## src/rtl/instr_fetch_pkg.sv

```systemverilog
// Shared definitions for the instruction fetch stage: FSM states, instruction
// field positions and PC arithmetic.
package instr_fetch_pkg;

   typedef enum logic [1:0] {
      ST_IDLE    = 2'd0,
      ST_FETCH   = 2'd1,
      ST_HOLD    = 2'd2,
      ST_DISCARD = 2'd3
   } state_t;

   localparam int OPCODE_MSB = 31;
   localparam int OPCODE_LSB = 26;
   localparam int RS_MSB     = 25;
   localparam int RS_LSB     = 21;
   localparam int RT_MSB     = 20;
   localparam int RT_LSB     = 16;
   localparam int IMM_MSB    = 15;
   localparam int IMM_LSB    = 0;

   localparam int PC_STEP_DEFAULT = 4;

   // 32-bit add; the carry out is dropped so the PC wraps modulo 2^32
   function automatic logic [31:0] pc_add(input logic [31:0] pc, input logic [31:0] step);
      return pc + step;
   endfunction

endpackage

```

## src/rtl/instr_fetch.sv

```systemverilog
// Single-entry instruction fetch stage: requests words from instruction memory,
// buffers one instruction for decode and handles redirects mid-request.
module instr_fetch
   import instr_fetch_pkg::*;
#(
   parameter logic [31:0] RESET_PC = 32'h0000_0000,
   parameter int          PC_STEP  = PC_STEP_DEFAULT
) (
   input  logic        clk,
   input  logic        rst_n,
   output logic        imem_req,
   output logic [31:0] imem_addr,
   input  logic        imem_ack,
   input  logic [31:0] imem_rdata,
   input  logic        redirect_valid,
   input  logic [31:0] redirect_pc,
   output logic        out_valid,
   input  logic        out_ready,
   output logic [31:0] out_pc,
   output logic [5:0]  out_opcode,
   output logic [4:0]  out_rs,
   output logic [4:0]  out_rt,
   output logic [15:0] out_imm16
);

   state_t      state_r, state_s;
   logic [31:0] pc_r, pc_s;
   logic [31:0] tgt_r, tgt_s;
   logic [31:0] instr_r, instr_s;
   logic [31:0] out_pc_r, out_pc_s;
   logic        out_valid_r, out_valid_s;
   logic        imem_req_r, imem_req_s;

   // Next-state, PC, redirect target and output-buffer logic
   always_comb begin
      state_s     = state_r;
      pc_s        = pc_r;
      tgt_s       = tgt_r;
      instr_s     = instr_r;
      out_pc_s    = out_pc_r;
      out_valid_s = out_valid_r;
      case (state_r)
         ST_IDLE: begin
            state_s = ST_FETCH;
            if (redirect_valid) begin
               pc_s = redirect_pc;
            end else begin
               pc_s = pc_r;
            end
         end
         ST_FETCH: begin
            if (redirect_valid) begin
               if (imem_ack) begin
                  pc_s = redirect_pc;
               end else begin
                  // Request already issued at the old PC; wait for it to drain
                  tgt_s   = redirect_pc;
                  state_s = ST_DISCARD;
               end
            end else if (imem_ack) begin
               instr_s     = imem_rdata;
               out_pc_s    = pc_r;
               pc_s        = pc_add(pc_r, 32'(PC_STEP));
               out_valid_s = 1'b1;
               state_s     = ST_HOLD;
            end else begin
               state_s = ST_FETCH;
            end
         end
         ST_DISCARD: begin
            if (redirect_valid) begin
               if (imem_ack) begin
                  pc_s    = redirect_pc;
                  state_s = ST_FETCH;
               end else begin
                  tgt_s = redirect_pc;
               end
            end else if (imem_ack) begin
               pc_s    = tgt_r;
               state_s = ST_FETCH;
            end else begin
               state_s = ST_DISCARD;
            end
         end
         ST_HOLD: begin
            if (redirect_valid) begin
               out_valid_s = 1'b0;
               pc_s        = redirect_pc;
               state_s     = ST_FETCH;
            end else if (out_ready) begin
               out_valid_s = 1'b0;
               state_s     = ST_FETCH;
            end else begin
               state_s = ST_HOLD;
            end
         end
         default: begin
            state_s = ST_IDLE;
         end
      endcase
      imem_req_s = (state_s == ST_FETCH) || (state_s == ST_DISCARD);
   end

   // State and output registers; reset abandons any outstanding transaction
   always_ff @(posedge clk or negedge rst_n) begin
      if (!rst_n) begin
         state_r     <= ST_IDLE;
         pc_r        <= RESET_PC;
         tgt_r       <= 32'h0000_0000;
         instr_r     <= 32'h0000_0000;
         out_pc_r    <= 32'h0000_0000;
         out_valid_r <= 1'b0;
         imem_req_r  <= 1'b0;
      end else begin
         state_r     <= state_s;
         pc_r        <= pc_s;
         tgt_r       <= tgt_s;
         instr_r     <= instr_s;
         out_pc_r    <= out_pc_s;
         out_valid_r <= out_valid_s;
         imem_req_r  <= imem_req_s;
      end
   end

   assign imem_req   = imem_req_r;
   assign imem_addr  = pc_r;
   assign out_valid  = out_valid_r;
   assign out_pc     = out_pc_r;
   assign out_opcode = instr_r[OPCODE_MSB:OPCODE_LSB];
   assign out_rs     = instr_r[RS_MSB:RS_LSB];
   assign out_rt     = instr_r[RT_MSB:RT_LSB];
   assign out_imm16  = instr_r[IMM_MSB:IMM_LSB];

endmodule

```

## config.mk

```make
export PLATFORM = sky130hd
export DESIGN_NAME = instr_fetch
export DESIGN_NICKNAME = d
export VERILOG_FILES = /design/src/rtl/instr_fetch_pkg.sv /design/src/rtl/instr_fetch.sv
export SDC_FILE = /design/constraint.sdc
export NUM_CORES = 1
export LEC_CHECK = 0
export ABC_AREA = 1
export BUFFER_PORTS_ARGS = -buffer_cell sky130_fd_sc_hd__clkbuf_2
export CAP_MARGIN = 10
export CORE_UTILIZATION = 40
export CTS_BUF_LIST = sky130_fd_sc_hd__clkbuf_4 sky130_fd_sc_hd__clkbuf_8
export DETAILED_ROUTE_END_ITERATION = 16
export HOLD_SLACK_MARGIN = 0.08
export PLACE_DENSITY = 0.65
export SLEW_MARGIN = 30
export SYNTH_ARGS = -nofsm -noshare
export SYNTH_HDL_FRONTEND = slang
export SYNTH_SLANG_ARGS = --single-unit
```

## constraint.sdc

```tcl
create_clock -name clk -period 1.3 [get_ports clk]
set_input_delay 0.26 -clock clk [delete_from_list [all_inputs] [get_ports clk]]
set_output_delay 0.26 -clock clk [all_outputs]
set_load 0.02 [all_outputs]
```

# ---- Yosys cells after proc, flatten, opt, wreduce, memory -nomap -nowiden
# Cells that the tools add are included.
dict set report classes {
  add_sub_neg 1
  eq_ne 11
  mux 21
  n_bitwise 2
  reduce_logical 9
}
# operator count
set ops {}
lappend ops {{$mux W32} 6}
lappend ops {{$pmux W32 S3} 1}
lappend ops {{$add A32 B3 Y32 const B} 1}
lappend ops {{$mux W2} 8}
lappend ops {{$ne A3 B3 Y1 const B} 3}
lappend ops {{$reduce_and A3 Y1} 3}
lappend ops {{$pmux W2 S4} 1}
lappend ops {{$eq A2 B2 Y1 const B} 3}
lappend ops {{$eq A2 B1 Y1 const B} 2}
lappend ops {{$mux W1} 4}
lappend ops {{$ne A2 B2 Y1 const B} 2}
lappend ops {{$reduce_and A4 Y1} 1}
lappend ops {{$reduce_or A2 Y1} 2}
lappend ops {{$logic_not A2 Y1} 1}
lappend ops {{$ne A2 B1 Y1 const B} 1}
lappend ops {{$not A1 Y1} 2}
lappend ops {{$pmux W1 S2} 1}
lappend ops {{$reduce_bool A2 Y1} 1}
lappend ops {{$logic_or A1 B1 Y1} 1}
dict set report word_totals {
  register_bits 132
  inputBits 69
  output_inout_bits 98
  elab_cells 51
}

# ---- Logic depth before layout (Yosys ltp)
# Gate-level depths: netlist (run 1).
dict set report logic_depth {
  depth_word 5
  depth_mapped 9
  ltp_nobuf 9
}

# ---- Least setup slack after synthesis (run 1)
# Ideal clock, no wire load.
dict set report synth_timing {
  kind {register to register}
  start {reg pc_r[3], in the netlist imem_addr[3]}
  end {reg pc_r[16], in the netlist imem_addr[16]}
  setup_time_ns 0.131
  arrival_ns 1.402
  required_time_ns 1.169
  path_slack_ns -0.233
  path_stages_with_launch 9
  n_path_buf 0
  period_less_slack_ns 1.533
  cell_sequence {dfrtp_1 -> ha_1 -> nand2_1 -> nor2_4 -> nand2_1 -> nor2_1 -> o21ai_0 -> nand3_1 -> o211ai_1}
}
dict set report synth_between {
  elab_chain_len 4
}
# element line
set synth_rtl {}
lappend synth_rtl {{from (decl)} instr_fetch.sv:27} ;# logic [31:0] pc_r, pc_s;
lappend synth_rtl {{from (signal assigned)} instr_fetch.sv:116} ;# pc_r <= pc_s;
lappend synth_rtl {{$add A32 B3 Y32} instr_fetch_pkg.sv:25} ;# return pc + step;
lappend synth_rtl {{$mux W32} instr_fetch.sv:60} ;# end else if (imem_ack) begin
lappend synth_rtl {{$mux W32} instr_fetch.sv:52} ;# if (redirect_valid) begin
lappend synth_rtl {{$pmux W32 S3} instr_fetch.sv:42} ;# case (state_r)
# No other way between the ends. The select of a mux whose other input is x is not followed.
# A chain may end at the register's enable or synchronous reset.

# ---- Final worst setup path (run 1)
dict set report layout_timing {
  start {reg state_r[0]}
  end {reg pc_r[24], in the netlist imem_addr[24]}
}
dict set report layout_between {
  elab_chain_len 4
  elab_cells_between_ends 10
  classes_between {eq/ne (6); mux (1); reduce/logical (3)}
}
# element line
set layout_rtl {}
lappend layout_rtl {{from (decl)} instr_fetch.sv:26} ;# state_t state_r, state_s;
lappend layout_rtl {{from (signal assigned)} instr_fetch.sv:115} ;# state_r <= state_s;
lappend layout_rtl {{$eq A2 B2 Y1 or $logic_not A2 Y1 (tied branches)} instr_fetch.sv:42}
lappend layout_rtl {{$reduce_or A2 Y1 (no source line)} --}
lappend layout_rtl {{$ne A2 B1 Y1 (no source line)} --}
lappend layout_rtl {{$reduce_and A3 Y1 (no source line)} --}
# Parallel ways exist; a longest one is shown, timed or not.

==> summary.md, run 1 <==
| Metric | Value |
|---|---|
| Ys flop type | `dfrtp_1` |
| Dpl ws | `-0.276 ns` |
| Worst-path clk slew | `0.08 ns` |
| Ys Warns | `0` |
| Hold wc startpoint | `redirect_pc[7]` |
| Routed length per instance | `approximately 18 um` |
| Pint | `0.0118 W` |
| CP endpoint kind | `register` |
| IO Pins | `167` |
| CTS tree | `yes` |
| Synth Net Count | `around 940` |
| Worst vdd ir | `810 uV` |
| Skew final | `0.0105 ns` |
| Relative slew slack | `0.753` |
| N_diodes | `0` |
| Crit path DAT | `1.88 ns` |
| Max_cap viols | `0` |
| Initial antenna violation count | `0` |
| Slew @ Worst Pin | `~0.37 ns` |
| Site Rows | `47` |
| Seq/Total Area, Yosys | `0.484` |
| Top cells by count, synth | `276 x nand2_1, 131 x dfrtp_1, 77 x inv_1, 72 x o21ai_0, 64 x nor2_1` |
| Dpl cells | `roughly 1300` |
| Count leader, synth | `nand2_1` |
| Final period utilization | `1.19` |
| FILL cells | `1162` |
| DR vias | `8008` |
| Vias per inst | `5.30` |
| Iter 0 DRT Violations | `677` |
| GP Congestion | `roughly 0.94` |
| Part of the power in registers | `0.317` |
| Final wirelength | `27.4 mm` |
| Share of cells above drive strength 1 | `0.468` |
| First-pass GRT wire length | `37.5 mm` |
| Asr flop ratio synth | `1.00` |
| TNS Setup | `-19.71 ns` |
| RSZ-0062 raised after global routing | `true` |
| Post-Syn Area | `6770 um^2` |
| DP HPWL | `15.6 mm` |
| Status | `complete, but fails checks` |
| Final #Nets | `1349` |
| Final min period | `between 1.5 and 2 ns` |
| FMAX | `0.647 GHz` |
| Hold path endpoint | `tgt_r[7]` |
| NetSw | `about 0.0071 W` |
| Setup CP Type | `reg -> reg` |
| Gr usage total | `0.275` |
| PortBufs | `166` |
| Number of synthesized flops with an enable pin | `0` |
| R2r setup slk | `-0.25 ns` |
| Largest net degree at the start of global routing | `45` |
| Die W | `around 130 um` |
| Count of different cell masters after synthesis | `33` |
| Sw frac | `0.373` |
| Final Max Tran Viols | `0` |
| Area share of the largest cell type after synthesis | `0.484` |
| Clk pwr share | `0.222` |
| Seq cells post-synth | `131` |
| Top cells by area, synth | `dfrtp_1 48%, nand2_1 15%, o21ai_0 5.3%` |
| CTS root buf | `clkbuf_8` |
| Area of the core | `16500 um^2` |
| Mean area per synthesized cell | `7.76 um^2` |
| Cells after synthesis | `approximately 870` |
| Dominant cell type by area after synthesis | `dfrtp_1` |
| Die area | `17400 um^2` |
| Reg-to-Reg Start | `state_r[0]` |
| DR pass1 iterations | `6` |
| Final setup vio count | `approximately 130` |
| Crit start category | `register` |
| Crit path max fanout | `11` |
| Leakage | `roughly 6 nW` |
| Worst Path Required | `1.63 ns` |
| Failing checks | `negative setup slack` |
| Area growth, synth to finish | `77.4%` |
| DRC violations left | `0` |
| Number of global-route vias before repair | `7190` |
| Skew-Pair Late Insertion Delay | `0.46 ns` |
| Worst Reg-to-Reg Cells | `7` |
| Worst hold path cell count | `3` |
| RR Endpoint | `imem_addr[24]` |
| TritonCTS Sinks | `131` |
| Hold Vio Cnt, Final | `0` |
| H-tree Lvls | `4` |
| Power Dens Cells | `1570 nW/um^2` |
| HP Class | `in -> reg` |
| Post-route ant nets | `0` |
| Post-route insts no fill | `1511` |
| Total CTS buffers | `17` |
| Final worst setup slack | `-0.247 ns` |
| Starting Density | `0.410` |
| Logic pwr share | `0.460` |
| WHS | `around 0.092 ns` |
| Die Ht | `132 um` |
| Total gr overflow | `0` |
| Longest Clk Path Bufs | `2` |
[registers in the layout, summed over array words and instances (netlist names)]
name and count:
out_valid 1, imem_addr 32, state_r 2, instr_r 32
out_pc 32, tgt_r 32
[area by class of cell]
cell class,count,area [um^2],share of cell area
Multi-Input combinational cell,617,3580,0.298
Clock buffer,21,270,0.0225
Inverter,86,357,0.0297
Timing Repair Buffer,425,4020,0.335
Timing Repair inverter,1,8.76,0.000729
Clock inverter,10,205,0.0171
Sequential cell,131,3290,0.274
Tap cell,220,275,0.0229
[power by group through the flow]
stage	sequential (W)	clock [W]	combinational, W
global placement	0.00591	0	0.00565
CTS	0.00585	0.00423	0.00701
detailed placement	0.00593	0	0.00571
floorplan	0.00699	0	0.00199
finish	0.00600	0.00420	0.00870
global route	0.00609	0.00442	0.00922
[logic make-up (layout without fill, tap and decap cells)]
logic type	Yosys count	in the layout	share of synthesized area
compound gates	164	164	0.138
flops	131	131	0.484
mux	2	2	0.00333
simple gates	446	448	0.277
xor+xnor	2	2	0.00259
fa+ha+maj	1	1	0.00185
buf+inv	126	543	0.0930
[repair_timing]
action	in CTS	in global routing
hold endpoints to repair	176	0
hold buffers	46	0
pin swaps	14	47
setup endpoints to repair	145	175
gates cloned	2	20
gates resized for setup	145	286
setup buffers	44	43
[stage by stage]
stage	cell area, um^2	total power [W]	util
3_5_place_dp	8690	0.0116	0.526
4_1_cts	10600	0.0171	0.641
5_1_grt	12000	0.0197	0.727
6_report	12000	0.0189	0.727
2_1_floorplan	6850	0.00899	-
3_3_place_gp	8690	0.0116	0.526
[worst max-delay path: stages (launching register included)]
cell and delay, ns:
dfrtp_2 0.43, buf_4 0.17, a21oi_4 0.07, inv_4 0.13, buf_12 0.14, o21ai_0 0.09, nor3_2 0.27, a21oi_1 0.12
[worst max path at each step]
stage                         startpoint            end  slack (ns)  depth (start not counted)
after floorplan             imem_addr[3]  imem_addr[26]       -0.11                          9
after global placement    redirect_valid  imem_addr[22]       -0.27                          9
after detailed placement  redirect_valid  imem_addr[22]       -0.28                          9
after CTS                   imem_addr[2]  imem_addr[26]       -0.17                          9
after global routing          state_r[0]  imem_addr[24]       -0.30                          7
final                         state_r[0]  imem_addr[24]       -0.25                          7
[placed cells by master (no fill, tap or decap), types with 13 or more instances in the layout]
| cell type | n |
|---|---|
| nand2_1 | 198 |
| buf_4 | 126 |
| dfrtp_1 | 118 |
| clkbuf_2 | 107 |
| inv_1 | 75 |
| buf_6 | 69 |
| nand2_2 | 61 |
| nand3_1 | 54 |
| nor2_1 | 50 |
| o21ai_0 | 49 |
| dlygate4sd3_1 | 46 |
| buf_8 | 35 |
| o21ai_1 | 33 |
| o21ai_2 | 22 |
| nand2_4 | 22 |
| nor2_4 | 20 |
| clkbuf_8 | 20 |
| a21oi_1 | 18 |
| buf_12 | 17 |
| dfrtp_2 | 13 |
[layer usage]
metal / wire length [um] / track usage / vias to the layer above
met2: 13300 / 0.430 / 439
met1: 11000 / 0.372 / 3823
met5: 0 / 0 / -
li1: - / - / 3646
met3: 2210 / 0.0584 / 100
met4: 956 / 0.114 / 0
No activity file was read; power rests on OpenSTA's default activity.
==> inputs of run 2 (changes only) <==
--- a/config.mk
+++ b/config.mk
@@ -9,7 +9,6 @@
 export BUFFER_PORTS_ARGS = -buffer_cell sky130_fd_sc_hd__clkbuf_2
 export CAP_MARGIN = 10
 export CORE_UTILIZATION = 40
-export CTS_BUF_LIST = sky130_fd_sc_hd__clkbuf_4 sky130_fd_sc_hd__clkbuf_8
 export DETAILED_ROUTE_END_ITERATION = 16
 export HOLD_SLACK_MARGIN = 0.08
 export PLACE_DENSITY = 0.65
==> run 2 against run 1 <==
  * The flow still finishes with violations (negative setup slack)
  * Routed wire length increased by 3.0%
  * Design area increased by 2.9%
  * Combinational power decreased by 1%
  * Fmax decreased by 8.6%
  * Via count decreased by 0.45%
  * Non-clock buffer count decreased by 21
  * Sequential power increased by 3%
  * Critical path type unchanged
  * Largest power group unchanged
==> summary.md, run 2 (synthesis gave the netlist of run 1 again) <==
| Metric | Value |
|---|---|
| Crit start category | `register` |
| TritonCTS Sinks | `131 (unchanged)` |
| Die W | `132 um (unchanged)` |
| Area growth, synth to finish | `82.6%` |
| Met1 Wirelength | `11.5 mm (+4.6%)` |
| Most common cell after layout, fill and taps aside | `nand2_1` |
| Final min period | `1.69 ns (+0.146 ns)` |
| Setup CP Type | `reg -> reg` |
| Placement Cell Area | `8690 um^2 (unchanged)` |
| Post-route cell area | `12400 um^2 (+2.9%)` |
| Relative slew slack | `0.762 (+0.00920)` |
| PortBufs | `166 (unchanged)` |
| Max incr delay on CP | `0.51 ns (+0.08 ns)` |
| Largest net degree at the start of global routing | `33 (-27%)` |
| Worst-path cell chain | `buf_12 > nand2_8 > inv_4 > buf_4 > o21ai_0 > nand3_1 > o21ai_0 > inv_1` |
| Worst Path Required | `1.60 ns (-0.03 ns)` |
| Worst vdd ir | `1090 uV (+34%)` |
| Area of the core | `16500 um^2 (unchanged)` |
| Status | `complete, but fails checks` |
| CP max stage cell | `dfrtp_2` |
| Gr usage total | `0.286 (+0.0108)` |
| Final #Nets | `1328 (-1.6%)` |
| CTS root buf | `clkbuf_16` |
| Final period utilization | `1.30 (+0.112)` |
| Crit path DAT | `1.99 ns (+0.11 ns)` |
| Skew-Pair Late Insertion Delay | `0.42 ns (-0.04 ns)` |
| CP endpoint kind | `register` |
| Final worst setup slack | `-0.392 ns (-0.146 ns)` |
| Initial antenna violation count | `0 (unchanged)` |
| Crit path max fanout | `12 (+1)` |
| H-tree Lvls | `4 (unchanged)` |
| Routed length per instance | `18.9 um (+4.4%)` |
| Worst path top cell family by delay | `flip-flops` |
| Worst-path clk slew | `0.06 ns (-0.02 ns)` |
| Hold Vio Cnt, Final | `0 (unchanged)` |
| Total gr overflow | `0 (unchanged)` |
| CTS tree | `yes` |
| N_diodes | `0 (unchanged)` |
| DP HPWL | `15.6 mm (unchanged)` |
| TNS Setup | `-22.06 ns (-2.34 ns)` |
| Die Ht | `132 um (unchanged)` |
| Dpl ws | `-0.276 ns (unchanged)` |
| DR vias | `7972 (-0.45%)` |
| IO Pins | `167 (unchanged)` |
| DRC violations left | `0 (unchanged)` |
| Share of cells above drive strength 1 | `0.507 (+0.0392)` |
| Final Max Tran Viols | `0 (unchanged)` |
| CP dominant cell by count | `o21ai_0` |
| Starting Density | `0.410 (unchanged)` |
| Vias per inst | `5.35 (+0.95%)` |
| Longest Clk Path Bufs | `2 (unchanged)` |
| Die area | `17400 um^2 (unchanged)` |
| Routed wl met3 | `1.98 mm (-11%)` |
| Met2 routed WL | `13.7 mm (+3.2%)` |
| First-pass GRT wire length | `38.7 mm (+3.3%)` |
| GP Congestion | `0.944 (unchanged)` |
| Post-route ant nets | `0 (unchanged)` |
| Buffer and inverter count on the worst path | `4 (+1)` |
| HP Class | `in -> reg` |
| Slew @ Worst Pin | `0.357 ns (-0.0138 ns)` |
| Leakage | `6.06 nW (+1.2%)` |
| Post-route insts no fill | `1490 (-1.4%)` |
| Total CTS buffers | `17 (unchanged)` |
| Skew final | `0.00842 ns (-0.00210 ns)` |
| DR pass1 iterations | `6 (unchanged)` |
| Final wirelength | `28.2 mm (+3.0%)` |
| Site Rows | `47 (unchanged)` |
| Most frequent cells in the layout | `176 x nand2_1, 125 x clkbuf_2, 119 x dfrtp_1, 112 x buf_4, 75 x inv_1` |
| Final setup vio count | `133 (unchanged)` |
| Iter 0 DRT Violations | `622 (-8.1%)` |
| RSZ-0062 raised after global routing | `true` |
| Power Dens Cells | `1630 nW/um^2 (+3.7%)` |
| FMAX | `0.591 GHz (-8.6%)` |
| Utilization after layout | `0.748 (+0.0212)` |
| Highest layer used for signal routing | `met4` |
| Failing checks | `negative setup slack` |
| Max_cap viols | `0 (unchanged)` |
| Dpl cells | `1333 (unchanged)` |
| Number of global-route vias before repair | `7310 (+1.7%)` |
[run 2: stage by stage]
stage / hold slack (ns) / total power (W)
2_1_floorplan: -0.0356 / 0.00899
3_3_place_gp: 0.178 / 0.0116
3_5_place_dp: 0.175 / 0.0116
4_1_cts: 0.0958 / 0.0186
5_1_grt: 0.106 / 0.0210
6_report: 0.104 / 0.0202
[run 2: cell type report]
cell class | instances | area [um^2]
Sequential cell | 131 | 3290
Multi-Input combinational cell | 616 | 3840
Timing Repair inverter | 2 | 46.3
Clock buffer | 21 | 450
Tap cell | 220 | 275
Timing Repair Buffer | 404 | 3870
Inverter | 86 | 379
Clock inverter | 10 | 205
Fill cell | 1044 | 4170
[run 2: per-layer routing]
layer,track usage,vias to the layer above
met5,0,-
met4,0.105,0
met3,0.0534,94
met2,0.468,455
met1,0.378,3818
li1,-,3605
[run 2: worst paths after layout]
| check | depth (start not counted) | from | to | slack [ns] |
|---|---|---|---|---|
| min in group asynchronous | 2 | rst_n | instr_r[29] | 0.31 |
| setup reg to reg | 8 | state_r[0] | imem_addr[6] | -0.39 |
| setup / recovery | 8 | state_r[0] | imem_addr[6] | -0.39 |
| max in group asynchronous | 3 | rst_n | imem_addr[19] | 0.47 |
| hold / removal | 3 | redirect_pc[13] | tgt_r[13] | 0.10 |
| hold reg to reg | 2 | instr_r[28] | instr_r[28] | 0.48 |
[run 2: power breakdown]
group / internal [W] / switching (W)
registers: 0.00515 / 0.00103
clock network: 0.00363 / 0.00175
logic: 0.00399 / 0.00461
total: 0.0128 / 0.00740
[run 2: worst register-to-register path: stages, from the launching register on]
cell and delay, ns:
dfrtp_2 0.51, buf_12 0.17, nand2_8 0.08, inv_4 0.08, buf_4 0.15, o21ai_0 0.23
nand3_1 0.15, o21ai_0 0.13, inv_1 0.07
[run 2: repair_timing]
action / CTS / global route
pin swaps: 27 / 53
hold buffers: 33 / 0
resized for setup: 210 / 268
hold endpoints to repair: 155 / 0
setup endpoints to repair: 143 / 159
gates cloned: 13 / 11
setup buffers: 44 / 35
==> inputs of run 3 (changes only) <==
--- a/config.mk
+++ b/config.mk
@@ -11,7 +11,6 @@
 export CORE_UTILIZATION = 40
 export DETAILED_ROUTE_END_ITERATION = 16
 export HOLD_SLACK_MARGIN = 0.08
-export PLACE_DENSITY = 0.65
 export SLEW_MARGIN = 30
 export SYNTH_ARGS = -nofsm -noshare
 export SYNTH_HDL_FRONTEND = slang
==> constraint.sdc (replaced) <==
create_clock -name clk -period 1.7 [get_ports clk]
set_input_delay 0.34 -clock clk [delete_from_list [all_inputs] [get_ports clk]]
set_output_delay 0.34 -clock clk [all_outputs]
set_load 0.02 [all_outputs]
==> run 3 against run 2 <==
  * The flow now finishes without violations
  * Routed wire length fell by 28%
  * Combinational power fell by 56%
  * Critical path depth fell by 1
  * Utilization fell by 22 points
  * First-iteration DRC count fell by 35%
  * Critical endpoint is now out_pc[5]
  * Largest power group is now registers
  * Worst setup slack improved by 0.50 ns
  * Register-to-register slack improved by 0.50 ns
==> summary.md, run 3 (synthesis gave the netlist of run 1 again) <==
| Metric | Value |
|---|---|
| Sw frac | `0.364 (-0.00266)` |
| Leakage | `4.47 nW (-26%)` |
| Die area | `17400 um^2 (unchanged)` |
| Largest net degree at the start of global routing | `94 (+180%)` |
| TNS Setup | `0 ns (+22.06 ns)` |
| Crit start category | `register` |
| FILL cells | `1644 (+57%)` |
| Site Rows | `47 (unchanged)` |
| Iter 0 DRT Violations | `406 (-35%)` |
| Starting Density | `0.410 (unchanged)` |
| DR vias | `6496 (-19%)` |
| Number of global-route vias before repair | `6233 (-15%)` |
| Share of cells above drive strength 1 | `0.274 (-0.233)` |
| Most frequent cells in the layout | `274 x nand2_1, 165 x clkbuf_2, 128 x dfrtp_1, 77 x inv_1, 72 x o21ai_0` |
| TritonCTS Sinks | `131 (unchanged)` |
| Die Ht | `132 um (unchanged)` |
| Final worst setup slack | `0.103 ns (+0.495 ns)` |
| Initial antenna violation count | `0 (unchanged)` |
| Die W | `132 um (unchanged)` |
| Logic pwr share | `0.303 (-0.123)` |
| Max incr delay on CP | `0.46 ns (-0.05 ns)` |
| Setup CP Type | `reg -> reg` |
| IO Pins | `167 (unchanged)` |
| Worst-path clk slew | `0.06 ns (about the same)` |
| Final wirelength | `20.3 mm (-28%)` |
| Worst-path cell chain | `buf_4 > nand2_2 > nor2_2 > inv_2 > clkbuf_16 > nand2_1 > o21ai_0` |
| Register area | `3280 um^2 (-0.34%)` |
| WHS | `0.118 ns (+0.0140 ns)` |
| DP HPWL | `15.0 mm (-4.1%)` |
| DR pass1 iterations | `5 (-1)` |
| Total CTS buffers | `17 (unchanged)` |
| Utilization after layout | `0.528 (-0.220)` |
| FMAX | `0.626 GHz (+6.0%)` |
| Dpl ws | `-0.0240 ns (+0.252 ns)` |
| Area growth, synth to finish | `28.9%` |
| Crit path max fanout | `46 (+34)` |
| Skew final | `0.00482 ns (-0.00361 ns)` |
| PortBufs | `166 (unchanged)` |
| CP max stage cell | `dfrtp_2` |
| Final #Nets | `1134 (-15%)` |
| Skew-Pair Late Insertion Delay | `0.42 ns (about the same)` |
| Routed length per instance | `15.7 um (-17%)` |
| Clk pwr share | `0.333 (+0.066)` |
| GP Congestion | `0.910 (-3.7%)` |
| Crit path DAT | `1.90 ns (-0.09 ns)` |
| Most common cell after layout, fill and taps aside | `nand2_1` |
| N_diodes | `0 (unchanged)` |
| HP Class | `in -> reg` |
| Worst vdd ir | `765 uV (-30%)` |
| Area of the core | `16500 um^2 (unchanged)` |
| First-pass GRT wire length | `32.6 mm (-16%)` |
| NetSw | `0.00457 W (-38%)` |
| Slew @ Worst Pin | `0.493 ns (+0.136 ns)` |
| Power Dens Cells | `1440 nW/um^2 (-12%)` |
| Footprint of the multi-input gates | `2900 um^2 (-24%)` |
| Max_cap viols | `0 (unchanged)` |
| H-tree Lvls | `4 (unchanged)` |
| Hold Vio Cnt, Final | `0 (unchanged)` |
| Part of the power in registers | `0.364 (+0.057)` |
| Relative slew slack | `0.671 (-0.0913)` |
| Status | `finished clean` |
| CP endpoint kind | `register` |
| Total gr overflow | `0 (unchanged)` |
| Post-route ant nets | `0 (unchanged)` |
| CTS tree | `yes` |
| Pint | `0.00798 W (-37%)` |
| CTS root buf | `clkbuf_16` |
| Final setup vio count | `0 (-100%)` |
| Worst Path Required | `2.00 ns (+0.40 ns)` |
| Vias per inst | `5.01 (-6.4%)` |
| Longest Clk Path Bufs | `2 (unchanged)` |
| Final period utilization | `0.939 (-0.362)` |
| DRC violations left | `0 (unchanged)` |
| Final Max Tran Viols | `0 (unchanged)` |
| Gr usage total | `0.239 (-0.0467)` |
| Final min period | `1.60 ns (-0.0954 ns)` |
run 3: cell types whose count changed in the layout (fill, tap and decap cells not counted), moves of 17 or more:
cell / before / now
o21ai_2: 27 / 10
nand2_2: 66 / 9
clkbuf_2: 125 / 165
o21ai_0: 40 / 72
buf_6: 56 / 1
nor2_1: 45 / 62
nand2_4: 38 / 1
nand2_1: 176 / 274
buf_8: 32 / 0
buf_4: 112 / 41
dlygate4sd3_1: 33 / 1
run 3: layout make-up:
type                       count  share of cell area
clock inverter                13              0.0264
sequential                   131               0.376
timing repair buffer         213               0.145
tap                          220              0.0316
inverter                      86              0.0373
clock buffer                  19              0.0508
multi-input combinational    615               0.332
run 3: per-stage QoR:
stage	total power (W)	instance area (um^2)	instances
detailed placement	0.00835	7940	1260
finish	0.0126	8720	1297
global placement	0.00830	7940	1260
floorplan	0.00681	6770	872
CTS	0.0126	8630	1293
global route	0.0133	8720	1297
run 3: power groups by stage:
stage	clock network [W]	logic, W	registers [W]
after global placement	0	0.00370	0.00460
after global routing	0.00440	0.00418	0.00468
final	0.00418	0.00380	0.00458
after floorplan	0	0.00149	0.00532
after detailed placement	0	0.00375	0.00460
after CTS	0.00427	0.00377	0.00456
run 3: routing by layer:
metal,track usage,wire (um)
met1,0.341,9530
met4,0.0937,411
met5,0,0
met3,0.0469,1380
met2,0.358,9010
run 3: repair_timing:
| action | CTS | global route |
|---|---|---|
| hold buffers | 1 | 0 |
| resized for setup | 1 | 14 |
| pin swaps | 0 | 4 |
| cloned | 0 | 1 |
| setup buffers | 0 | 3 |
| endpoints found under the setup margin | 5 | 82 |
| endpoints found under the hold margin | 25 | 0 |
run 3: path summary, 6_finish.rpt:
| check | startpoint | end | slack (ns) | cells past startpoint |
|---|---|---|---|---|
| max in group asynchronous | rst_n | state_r[0] | 0.71 | 3 |
| worst min register to register | instr_r[6] | instr_r[6] | 0.47 | 2 |
| worst min-delay path | imem_rdata[7] | instr_r[7] | 0.12 | 3 |
| min in group asynchronous | rst_n | instr_r[10] | 0.37 | 2 |
| worst max register to register | state_r[0] | out_pc[5] | 0.10 | 7 |
| worst max-delay path | state_r[0] | out_pc[5] | 0.10 | 7 |
run 3: critical path: cells and delay by family (launching register included):
kind / cells / cell delay [ns]
AND/OR/NAND/NOR: 3 / 0.39
AO/OA/AOI/OAI: 1 / 0.07
flip-flops: 1 / 0.46
buffers and inverters: 3 / 0.55
